===== config.mk =====
export PLATFORM = sky130hd
export DESIGN_NAME = wb_arbiter
export DESIGN_NICKNAME = d
export VERILOG_FILES = /design/src/rtl/levenshtein_pkg.sv /design/src/rtl/wb_timeout_counter.sv /design/src/rtl/wb_arbiter.sv
export SDC_FILE = /design/constraint.sdc
export NUM_CORES = 1
export LEC_CHECK = 0
export ABC_AREA = 1
export CAP_MARGIN = 10
export CORE_MARGIN = 1.5
export CORE_UTILIZATION = 26
export DETAILED_ROUTE_END_ITERATION = 10
export MAX_ROUTING_LAYER = met4
export PLACE_DENSITY = 0.89
export SLEW_MARGIN = 0
export SYNTH_ARGS = -nofsm -noshare
export SYNTH_HDL_FRONTEND = slang
export SYNTH_SLANG_ARGS = --single-unit

===== constraint.sdc =====
create_clock -name clk_i -period 4.3 [get_ports clk_i]
set_input_delay 0.86 -clock clk_i [delete_from_list [all_inputs] [get_ports clk_i]]
set_output_delay 0.86 -clock clk_i [all_outputs]
set_load 0.005 [all_outputs]

===== src/rtl/levenshtein_pkg.sv =====
`default_nettype none
// ============================================================================
// Module      : levenshtein_pkg
// Description : Types and constants shared by the Wishbone arbiter slice.
//               arb_state_t  - arbiter FSM state (IDLE / OWN0 / OWN1)
//               GRANT_*      - one-hot grant encodings driven on grant_o
//               grant_of()   - maps an arbiter state to its grant encoding
// Revision    : 1.0 - initial release
// ============================================================================
package levenshtein_pkg;

  typedef enum logic [1:0] {
    IDLE = 2'd0,
    OWN0 = 2'd1,
    OWN1 = 2'd2
  } arb_state_t;

  localparam logic [1:0] GRANT_NONE = 2'b00;
  localparam logic [1:0] GRANT_M0   = 2'b01;
  localparam logic [1:0] GRANT_M1   = 2'b10;

  function automatic logic [1:0] grant_of(input arb_state_t state);
    logic [1:0] grant;
    case (state)
      OWN0:    grant = GRANT_M0;
      OWN1:    grant = GRANT_M1;
      default: grant = GRANT_NONE;
    endcase
    return grant;
  endfunction

endpackage
`default_nettype wire


===== src/rtl/wb_timeout_counter.sv =====
`default_nettype none
// ============================================================================
// Module      : wb_timeout_counter
// Description : 8-bit stall counter. Counts cycles with cnt_en_i high and
//               raises expire_o for one cycle once TIMEOUT_CYCLES stalled
//               cycles have accumulated; the counter then restarts from 0.
// Ports       : clk_i     - clock
//               rst_ni    - asynchronous active-low reset
//               cnt_en_i  - a stalled strobe cycle (count it)
//               clr_i     - response seen or ownership change (restart)
//               expire_o  - single-cycle timeout pulse
// Revision    : 1.0 - initial release
// ============================================================================
module wb_timeout_counter #(
  parameter int TIMEOUT_CYCLES = 255
) (
  input  logic clk_i,
  input  logic rst_ni,
  input  logic cnt_en_i,
  input  logic clr_i,
  output logic expire_o
);

  localparam logic [7:0] c_limit = 8'(TIMEOUT_CYCLES);

  logic [7:0] r_count;

  // Expiry is decoded from the registered count only, so the strobe mask
  // in the arbiter never forms a combinational loop through this block.
  assign expire_o = (r_count == c_limit);

  always_ff @(posedge clk_i or negedge rst_ni) begin
    if (!rst_ni) begin
      r_count <= 8'd0;
    end else if (clr_i || expire_o) begin
      r_count <= 8'd0;
    end else if (cnt_en_i) begin
      r_count <= r_count + 8'd1;
    end
  end

endmodule
`default_nettype wire


===== src/rtl/wb_arbiter.sv =====
`default_nettype none
// ============================================================================
// Module      : wb_arbiter
// Description : Two-master / one-slave Wishbone arbiter with round-robin
//               selection and bus lock while the owner holds cyc.
//               m0 = host bridge, m1 = Levenshtein engine, s = SRAM/SPI.
// Ports       : clk_i, rst_ni          - clock, async active-low reset
//               m0_* / m1_*            - master request inputs and responses
//               s_*                    - shared slave request / responses
//               grant_o                - one-hot owner, 2'b00 when idle
// Config      : WB_ARBITER_TIMEOUT_EN  - when defined, a stalled strobe is
//               terminated with err after TIMEOUT_CYCLES cycles.
// Revision    : 1.0 - initial release
// ============================================================================
module wb_arbiter
  import levenshtein_pkg::*;
#(
  parameter int ADDR_WIDTH     = 24,
  parameter int TIMEOUT_CYCLES = 255
) (
  input  logic                  clk_i,
  input  logic                  rst_ni,
  // master 0
  input  logic                  m0_cyc_i,
  input  logic                  m0_stb_i,
  input  logic                  m0_we_i,
  input  logic [ADDR_WIDTH-1:0] m0_adr_i,
  input  logic [7:0]            m0_dat_i,
  output logic                  m0_ack_o,
  output logic                  m0_err_o,
  output logic                  m0_rty_o,
  output logic [7:0]            m0_dat_o,
  // master 1
  input  logic                  m1_cyc_i,
  input  logic                  m1_stb_i,
  input  logic                  m1_we_i,
  input  logic [ADDR_WIDTH-1:0] m1_adr_i,
  input  logic [7:0]            m1_dat_i,
  output logic                  m1_ack_o,
  output logic                  m1_err_o,
  output logic                  m1_rty_o,
  output logic [7:0]            m1_dat_o,
  // shared slave
  output logic                  s_cyc_o,
  output logic                  s_stb_o,
  output logic                  s_we_o,
  output logic [ADDR_WIDTH-1:0] s_adr_o,
  output logic [7:0]            s_dat_o,
  input  logic                  s_ack_i,
  input  logic                  s_err_i,
  input  logic                  s_rty_i,
  input  logic [7:0]            s_dat_i,
  // status
  output logic [1:0]            grant_o
);

  arb_state_t r_state;
  arb_state_t w_state_next;
  logic       r_last_m1;      // 1: master 1 was granted most recently
  logic       w_owner_stb;
  logic       w_any_rsp;
  logic       w_expire;

  // --------------------------------------------------------------------------
  // State register and round-robin pointer. Reset leaves r_last_m1 set so
  // master 0 wins the first contended arbitration.
  // --------------------------------------------------------------------------
  always_ff @(posedge clk_i or negedge rst_ni) begin
    if (!rst_ni) begin
      r_state   <= IDLE;
      r_last_m1 <= 1'b1;
    end else begin
      r_state <= w_state_next;
      if (w_state_next == OWN0) begin
        r_last_m1 <= 1'b0;
      end else if (w_state_next == OWN1) begin
        r_last_m1 <= 1'b1;
      end
    end
  end

  // --------------------------------------------------------------------------
  // Next-state logic. An owner keeps the bus for as long as its cyc is high;
  // on release the bus passes straight to a waiting master without IDLE.
  // --------------------------------------------------------------------------
  always_comb begin
    w_state_next = r_state;
    case (r_state)
      IDLE: begin
        if (m0_cyc_i && m1_cyc_i) begin
          w_state_next = r_last_m1 ? OWN0 : OWN1;
        end else if (m0_cyc_i) begin
          w_state_next = OWN0;
        end else if (m1_cyc_i) begin
          w_state_next = OWN1;
        end
      end
      OWN0: begin
        if (!m0_cyc_i) begin
          w_state_next = m1_cyc_i ? OWN1 : IDLE;
        end
      end
      OWN1: begin
        if (!m1_cyc_i) begin
          w_state_next = m0_cyc_i ? OWN0 : IDLE;
        end
      end
      default: w_state_next = IDLE;
    endcase
  end

  assign w_any_rsp = s_ack_i | s_err_i | s_rty_i;

  // --------------------------------------------------------------------------
  // Optional stall timeout
  // --------------------------------------------------------------------------
`ifdef WB_ARBITER_TIMEOUT_EN
  wb_timeout_counter #(
    .TIMEOUT_CYCLES (TIMEOUT_CYCLES)
  ) u_timeout (
    .clk_i    (clk_i),
    .rst_ni   (rst_ni),
    .cnt_en_i (w_owner_stb & ~w_any_rsp),
    .clr_i    (w_any_rsp | (w_state_next != r_state)),
    .expire_o (w_expire)
  );
`else
  assign w_expire = 1'b0;
`endif

  // --------------------------------------------------------------------------
  // Request mux and response routing. Responses are qualified with the
  // owner's live cyc, so a response landing in the cycle the owner drops cyc
  // is discarded rather than leaking to the next owner.
  // --------------------------------------------------------------------------
  always_comb begin
    w_owner_stb = 1'b0;
    s_cyc_o     = 1'b0;
    s_we_o      = 1'b0;
    s_adr_o     = '0;
    s_dat_o     = 8'd0;
    m0_ack_o    = 1'b0;
    m0_err_o    = 1'b0;
    m0_rty_o    = 1'b0;
    m1_ack_o    = 1'b0;
    m1_err_o    = 1'b0;
    m1_rty_o    = 1'b0;
    case (r_state)
      OWN0: begin
        s_cyc_o     = m0_cyc_i;
        w_owner_stb = m0_stb_i;
        s_we_o      = m0_we_i;
        s_adr_o     = m0_adr_i;
        s_dat_o     = m0_dat_i;
        m0_ack_o    = m0_cyc_i & s_ack_i;
        m0_err_o    = m0_cyc_i & (s_err_i | w_expire);
        m0_rty_o    = m0_cyc_i & s_rty_i;
      end
      OWN1: begin
        s_cyc_o     = m1_cyc_i;
        w_owner_stb = m1_stb_i;
        s_we_o      = m1_we_i;
        s_adr_o     = m1_adr_i;
        s_dat_o     = m1_dat_i;
        m1_ack_o    = m1_cyc_i & s_ack_i;
        m1_err_o    = m1_cyc_i & (s_err_i | w_expire);
        m1_rty_o    = m1_cyc_i & s_rty_i;
      end
      default: ;
    endcase
  end

  // The timeout cycle withdraws the strobe so the slave sees no access while
  // the master is being told the transfer failed.
  assign s_stb_o  = w_owner_stb & ~w_expire;

  assign m0_dat_o = s_dat_i;
  assign m1_dat_o = s_dat_i;
  assign grant_o  = grant_of(r_state);

endmodule
`default_nettype wire


Word level (Yosys, flattened, before mapping)
Cells that the tools add are included.
{ "classes": {"eq_ne": 4, "mux": 23, "n_bitwise": 6, "reduce_logical": 3} }
{ "op_table": {"columns": ["cell", "n"], "rows": [
  ["$pmux W24 S2", 1],
  ["$pmux W8 S2", 1],
  ["$mux W2", 7],
  ["$mux W1", 9],
  ["$and A1 B1 Y1", 6],
  ["$pmux W1 S2", 3],
  ["$pmux W2 S3", 1],
  ["$eq A2 B1 Y1 const B", 2],
  ["$eq A2 B2 Y1 const B", 2],
  ["$pmux W2 S2", 1],
  ["$logic_not A2 Y1", 1],
  ["$reduce_bool A2 Y1", 1],
  ["$logic_and A1 B1 Y1", 1]
]} }
{ "totals": {"ff_bits": 3, "input_bits": 83, "out_inout_bits": 59, "wordCells": 38} }

Depth between registers and ports, before layout
Gate-level depths: netlist (run 1).
{ "depth": {"depth_word": 7, "mapped_depth": 13, "depth_no_buf": 12} }

Worst setup path after synthesis (run 1)
OpenSTA, ideal clock, no wires.
{ "synth_timing": {"kind": "register -> output", "start": "register r_state[0]", "end": "output port s_adr_o[0]", "t_arrival_ps": 1227, "t_required_ps": 3440, "slack_ps": 2213, "stages_incl_launch_ff": 6, "path_buffers": 1, "path_cell_list": "dfrtp_1 > inv_1 > ha_1 > inv_2 > clkbuf_1 > a21oi_1"} }
{ "synth_between": {"elab_chain_len": 2} }
{ "synth_lines": {"columns": ["element", "line_no", "rtl"], "rows": [
  ["start: declaration", "wb_arbiter.sv:57", "arb_state_t r_state;"],
  ["start signal: assignment", "wb_arbiter.sv:73", "r_state <= w_state_next;"],
  ["$eq A2 B2 Y1 / $eq A2 B1 Y1 (equally long branches)", "wb_arbiter.sv:148", "case (r_state)"],
  ["$pmux W24 S2 *", "wb_arbiter.sv:148", null],
  ["end: declaration", "wb_arbiter.sv:47", "output logic [ADDR_WIDTH-1:0] s_adr_o,"]
]} }
Mark *: on every way between the ends. The rest lies on a longest branch, timed or not.

Final worst setup path (run 1)
{ "layout_timing": {"start": "register r_state[1]", "end": "output port s_adr_o[13]"} }
Same word-level chain as after synthesis.

==> key figures, run 1 <==
Detailed routing
  • Top sig layer: met4
  • First drt pass iteration count: 4
  • Routed wl met3: ~340 um
  • DR vias/cell: about 4.4
  • Iteration-0 DRC Markers: 67
  • Vias: 1440
  • Routed met1 length: between 1500 and 2000 um
  • Met2 wire len: around 2000 um
  • Antenna viol nets, final: 0
  • Final WL: 3990 um
  • Drt wl/cell: around 12 um
  • DRC Markers: 0

Power
  • Seq pwr share: 6.9%
  • Switching Share: 44.9%
  • PD cells: between 400 and 500 nW/um^2
  • Max VDD drop: roughly 550 uV
  • Switching Power: 0.390 mW
  • Int Pwr: 0.478 mW
  • Total power: between 0.8 and 0.9 mW
  • Pleak: ~0.8 nW
  • Logic gate share of total power: between 80% and 90%
  • Clk network pwr share: around 9.2%

Worst setup path
  • CP required: ~3.4 ns
  • Worst path max stage delay: roughly 0.65 ns
  • Kind of critical path: flip-flop to output port
  • Critical Path Fanout Max: 21
  • Worst Setup End Kind: output port
  • CP startpoint kind: flip-flop
  • Slowest-stage cell, CP: ha_1
  • Crit path cell chain: inv_1 > ha_1 > buf_4 > nand2_1 > a21oi_1 > clkdlybuf4s50_1
  • Critical Path AT: 2.43 ns

Worst hold path
  • Tightest Hold Check Type: flip-flop to flip-flop

Yosys
  • Simple-gate share of the synthesized area: between 30 and 40%
  • Main combinational cell family by area after synthesis: simple AND/OR/NAND/NOR gates
  • EDFF count, synth: 0
  • Area leader, netlist: nand2_1
  • Post-Syn Area: between 900 and 1000 sq um
  • Main synth FF type: dfrtp_1
  • Top-count cell post-synth: nand2_1
  • Ys async rst share: 100%
  • Largest cells by area after synthesis: nand2_1 32%, a21oi_1 19%, buf_4 19%
  • Syn Nets: 270
  • Compound-Gate Fraction of Synth Area: between 20 and 25%
  • YS warnings: 0
  • Cell variety after synth: 16
  • Sequential-to-total area share from yosys stat: between 7 and 8%
  • Synth Area in XOR/XNOR: 0%
  • Post-Synth Adder-Cell Area: 7.81%
  • Synthesized instance count: approximately 180
  • Multiplexer area fraction after synthesis: 0%
  • Syn Area/Cell: 5.31 sq um
  • Synth Register Bits: 3
  • Synth top area share: between 30% and 40%
  • Top cells by count, synth: 81 x nand2_1, 36 x a21oi_1, 24 x buf_4

Clocking
  • Cts hold-fix bufs: 0
  • Clock buffer depth: 2
  • Post-CTS Setup Inserts: 0
  • Post-CTS sizing: 0
  • CTS clock-pin slew for the worst setup and hold paths: ~0.030 ns
  • H-tree Lvls: 1
  • Num CTS Buffers: 3
  • Clock sinks: 3
  • Clock Latency Late Sink: between 0.2 and 0.25 ns
  • Clock Tree Root: clkbuf_8
  • CTS tree: built

Flow run
  • Maxcap violations: 0

Placement
  • Gpl congestion: 0.842
  • Port bufs: about 120
  • Pre-CTS setup slack: roughly 1.2 ns
  • Post-detail-place hpwl: between 3000 and 4000 um
  • DP Cell Count: 320
  • Area after DPL: ~2000 sq um

Global routing
  • Overflow after GRT: 0
  • First-pass GRT wire length: 6440 um
  • Initial antenna violation count: 0
  • Gr usage total: about a fifth
  • Number of global-route vias before repair: 1419
  • Largest net degree at the start of global routing: 38

Floorplan
  • Die X: approximately 64 um
  • Num ports: ~140
  • Row cnt: 21
  • Die Y: ~64 um
  • Die Area: about 4000 sq um
  • Core area: approximately 3400 sq um
  • Initial Util: roughly 28%

Timing
  • Worst Skew: ~0.0025 ns
  • Fmax: slightly above 300 MHz
  • Worst-Margin Slew: 0.755 ns
  • Slew Limit Fails: 0
  • Hold Fails Final Rpt: 0
  • Tcrit/Tclk final: between 70% and 80%
  • Slew headroom: 49.7%
  • Setup Viol. Count Final: 0
  • Min cycle time layout: 3.29 ns
  • Post-Route Setup TNS: 0 ns
  • RSZ-0062 raised after global routing: false
  • Final Worst Setup Slack: between 1 and 1.5 ns

Cells and area
  • Final nets: ~370
  • Synthesis-to-layout area growth: 115%
  • Layout cells sized above 1: ~5.4%
  • Final instance area: a little over 2000 sq um
  • Diodes inserted: 0
  • Final Non-Filler Cells: ~320

Status
  • Status: finished, final reports clean
## power groups by stage
stage          logic, mW  clock network [mW]  registers [mW]
6_report           0.729              0.0800          0.0600
3_5_place_dp       0.734                   0          0.0605
2_1_floorplan      0.400                   0          0.0577
4_1_cts            0.738              0.0823          0.0600
5_1_grt            0.816              0.0870          0.0635
3_3_place_gp       0.728                   0          0.0604
## critical path, delay by kind of cell (launching register included)
family | cells | cell delay, ns
and+or+nand+nor | 1 | 0.06
adders and majority gates | 1 | 0.65
AOI/OAI and AO/OA | 1 | 0.15
DFF | 1 | 0.41
buffers and inverters | 3 | 0.93
## state kept, by name (all words and copies together) (netlist names)
signal,flops
r_state,2
r_last_m1,1
## layout by cell type, fill, tap and decap left out, drive strengths merged
master         Yosys  final
a21oi             37     37
buf               25      3
clkbuf             2      4
clkdlybuf4s50      0    117
dfrtp              2      2
dfstp              1      1
ha                 6      6
inv               11     11
nand2             85     85
nand3              4      4
nor2               6      6
o21ai              2      2
## layer usage
layer | GRT usage [%] | vias to the layer above
li1 | - | 746
met1 | 21.5 | 613
met2 | 35.3 | 75
met3 | 5.63 | 6
met4 | 3.80 | 0
met5 | - | -
## cell families after synthesis
logic type                 after synthesis
adders and majority gates                6
AOI/OAI and AO/OA                       39
and+or+nand+nor                         95
DFF                                      3
buffers and inverters                   38
## cell type report
class,instances,area (sq um)
Fill cell,322,1380
Timing Repair Buffer,120,1190
Inverter,11,41.3
Multi-Input combinational cell,140,651
Sequential cell,3,76.3
Clock buffer,4,45.0
Tap cell,46,57.6
## worst paths after layout
path	slack, ns	cells past startpoint	to	start
max in group asynchronous	3.25	1	r_last_m1$_DFFE_PN1P_	rst_ni
worst max register to register	2.08	11	r_last_m1$_DFFE_PN1P_	r_state[1]$_DFF_PN0_
worst min register to register	0.47	2	r_last_m1$_DFFE_PN1P_	r_last_m1$_DFFE_PN1P_
min in group asynchronous	0.83	1	r_state[0]$_DFF_PN0_	rst_ni
worst max-delay path	1.01	6	s_adr_o[13]	r_state[1]$_DFF_PN0_
worst min-delay path	0.47	2	r_last_m1$_DFFE_PN1P_	r_last_m1$_DFFE_PN1P_
## through the flow
stage               util, %  hold WS, ns
floorplan                 -        0.457
global placement       58.7        0.467
detailed placement     58.7        0.470
CTS                    60.0        0.474
global route           60.0        0.536
finish                 60.0        0.469
No activity file was read; power rests on OpenSTA's default activity.
==> run 2, diff against run 1 <==
--- a/config.mk
+++ b/config.mk
@@ -8,10 +8,10 @@
 export ABC_AREA = 1
 export CAP_MARGIN = 10
 export CORE_MARGIN = 1.5
-export CORE_UTILIZATION = 26
+export CORE_UTILIZATION = 24
 export DETAILED_ROUTE_END_ITERATION = 10
 export MAX_ROUTING_LAYER = met4
-export PLACE_DENSITY = 0.89
+export PLACE_DENSITY = 0.83
 export SLEW_MARGIN = 0
 export SYNTH_ARGS = -nofsm -noshare
 export SYNTH_HDL_FRONTEND = slang
==> constraint.sdc (replaced) <==
create_clock -name clk_i -period 3.2 [get_ports clk_i]
set_input_delay 0.64 -clock clk_i [delete_from_list [all_inputs] [get_ports clk_i]]
set_output_delay 0.64 -clock clk_i [all_outputs]
set_load 0.005 [all_outputs]
==> key figures, run 2 (synthesized netlist as in run 1, its figures left out) <==
Floorplan
  • Die Y: between 60 and 70 um
  • Initial Util: between 20% and 30%
  • Row cnt: 22
  • Die Area: around 4400 sq um
  • Core area: 3740 sq um
  • Die X: 66.3 um
  • Num ports: about 140

Power
  • Switching Power: 0.529 mW
  • Switching Share: a little under half
  • Clk network pwr share: a little under a tenth
  • PD cells: between 500 and 600 nW/um^2
  • Max VDD drop: ~570 uV
  • Int Pwr: approximately 0.64 mW
  • Seq pwr share: roughly 7.0%
  • Pleak: 0.797 nW
  • Logic gate share of total power: ~84%

Status
  • Status: finished, final reports clean

Timing
  • Fmax: 361 MHz
  • RSZ-0062 raised after global routing: false
  • Hold Fails Final Rpt: 0
  • Worst-Margin Slew: ~0.59 ns
  • Min cycle time layout: between 2 and 3 ns
  • Worst Skew: between 0.00003 and 0.00004 ns
  • Setup Viol. Count Final: 0
  • Slew headroom: roughly three fifths
  • Hold slack: just under 0.5 ns
  • Post-Route Setup TNS: 0 ns
  • Tcrit/Tclk final: 86.5%
  • Slew Limit Fails: 0

Cells and area
  • Top Registers: r_state x2, r_last_m1 x1
  • Commonest non-fill, non-tap cell in the layout: clkdlybuf4s50_1
  • Synthesis-to-layout area growth: 115%
  • Filler cells: between 300 and 400
  • Layout cells sized above 1: 5.40%
  • Max FFs per register: 2
  • Most frequent cells in the layout: 117 x clkdlybuf4s50_1, 81 x nand2_1, 36 x a21oi_1
  • FF+latch area: between 70 and 80 sq um
  • Diodes inserted: 0
  • Multi-input logic area: between 600 and 700 sq um
  • Biggest register: r_state
  • Final nets: between 300 and 400

Worst hold path
  • Tightest Hold Check Type: flip-flop to flip-flop

Clocking
  • CTS clock-pin slew for the worst setup and hold paths: 0.03 ns
  • Clock Latency Late Sink: 0.21 ns
  • H-tree Lvls: 1
  • Clock buffer depth: 2
  • Clock Tree Root: clkbuf_8
  • Num CTS Buffers: 3
  • Post-CTS sizing: 0
  • Post-CTS Setup Inserts: 0
  • CTS tree: built
  • Clock sinks: 3
  • Cts hold-fix bufs: 0

Detailed routing
  • Vias: around 1400
  • Final WL: about 4000 um
  • First drt pass iteration count: 4
  • DR vias/cell: around 4.4
  • Iteration-0 DRC Markers: between 60 and 70
  • Antenna viol nets, final: 0
  • Drt wl/cell: 12.3 um
  • DRC Markers: 0

Global routing
  • Gr usage total: 16.9%
  • First-pass GRT wire length: roughly 5700 um
  • Overflow after GRT: 0
  • Initial antenna violation count: 0
  • Largest net degree at the start of global routing: 36
  • Number of global-route vias before repair: approximately 1200

Placement
  • Post-detail-place hpwl: between 3000 and 4000 um
  • Port bufs: ~120
  • Gpl congestion: between 0.7 and 0.8

Worst setup path
  • Kind of critical path: flip-flop to output port
  • Critical Path Fanout Max: 35
  • Buf+Inv Stages, Crit Path: 3
  • Critical Path AT: between 2 and 2.5 ns
  • Slowest-stage cell, CP: clkdlybuf4s50_1
  • CP required: between 2 and 3 ns
  • Crit path cell chain: inv_1 > ha_1 > buf_4 > nand2_1 > a21oi_1 > clkdlybuf4s50_1
  • Worst Setup End Kind: output port
  • Top Family by Delay on Critical Path: buffers and inverters
  • CP startpoint kind: flip-flop
  • Worst path max stage delay: around 0.54 ns

Flow run
  • Maxcap violations: 0
==> run 2: cell counts in the layout (fill, tap and decap cells not counted) <==
No cell type changed its count.
==> run 2: final timing paths <==
path | end | from | slack, ns | cells after the start
max | s_adr_o[1] | r_state[0]$_DFF_PN0_ | 0.43 | 6
min | r_last_m1$_DFFE_PN1P_ | r_last_m1$_DFFE_PN1P_ | 0.48 | 2
max reg2reg | r_last_m1$_DFFE_PN1P_ | r_state[0]$_DFF_PN0_ | 1.09 | 9
min reg2reg | r_last_m1$_DFFE_PN1P_ | r_last_m1$_DFFE_PN1P_ | 0.48 | 2
max in group asynchronous | r_last_m1$_DFFE_PN1P_ | rst_ni | 2.37 | 1
min in group asynchronous | r_state[1]$_DFF_PN0_ | rst_ni | 0.61 | 1
==> run 2: layout make-up <==
class,count,area share (%)
Tap cell,48,2.91
Timing Repair Buffer,120,57.7
Clock buffer,4,2.18
Inverter,11,2.00
Multi-Input combinational cell,140,31.5
Sequential cell,3,3.69
==> run 2: metrics by stage <==
stage                     instance area, sq um  util [%]  instances  power [mW]  worst slack [ns]
after floorplan                            961         -        181       0.615              1.33
after global placement                    2020      54.0        322        1.06             0.550
after detailed placement                  2020      54.0        322        1.08             0.557
after CTS                                 2070      55.2        326        1.19             0.390
after global routing                      2070      55.2        326        1.29             0.256
final                                     2070      55.2        326        1.17             0.433
==> run 2: worst min-delay path: stages, from the launching register on <==
cell and delay [ns]:
dfstp_2 0.36, nand2_1 0.04, o21ai_0 0.07
==> run 2: power by group through the flow <==
stage	clock network (mW)	registers [mW]	logic, mW
detailed placement	0	0.0823	0.996
floorplan	0	0.0775	0.537
CTS	0.114	0.0819	0.998
global route	0.117	0.0862	1.08
finish	0.109	0.0820	0.980
global placement	0	0.0820	0.982
==> run 2: layer usage <==
metal	track usage (%)	wire [um]	up-vias
met1	17.8	1550	626
li1	-	-	747
met2	30.9	2100	58
met3	4.43	363	0
met5	-	0	-
met4	4.85	0	0
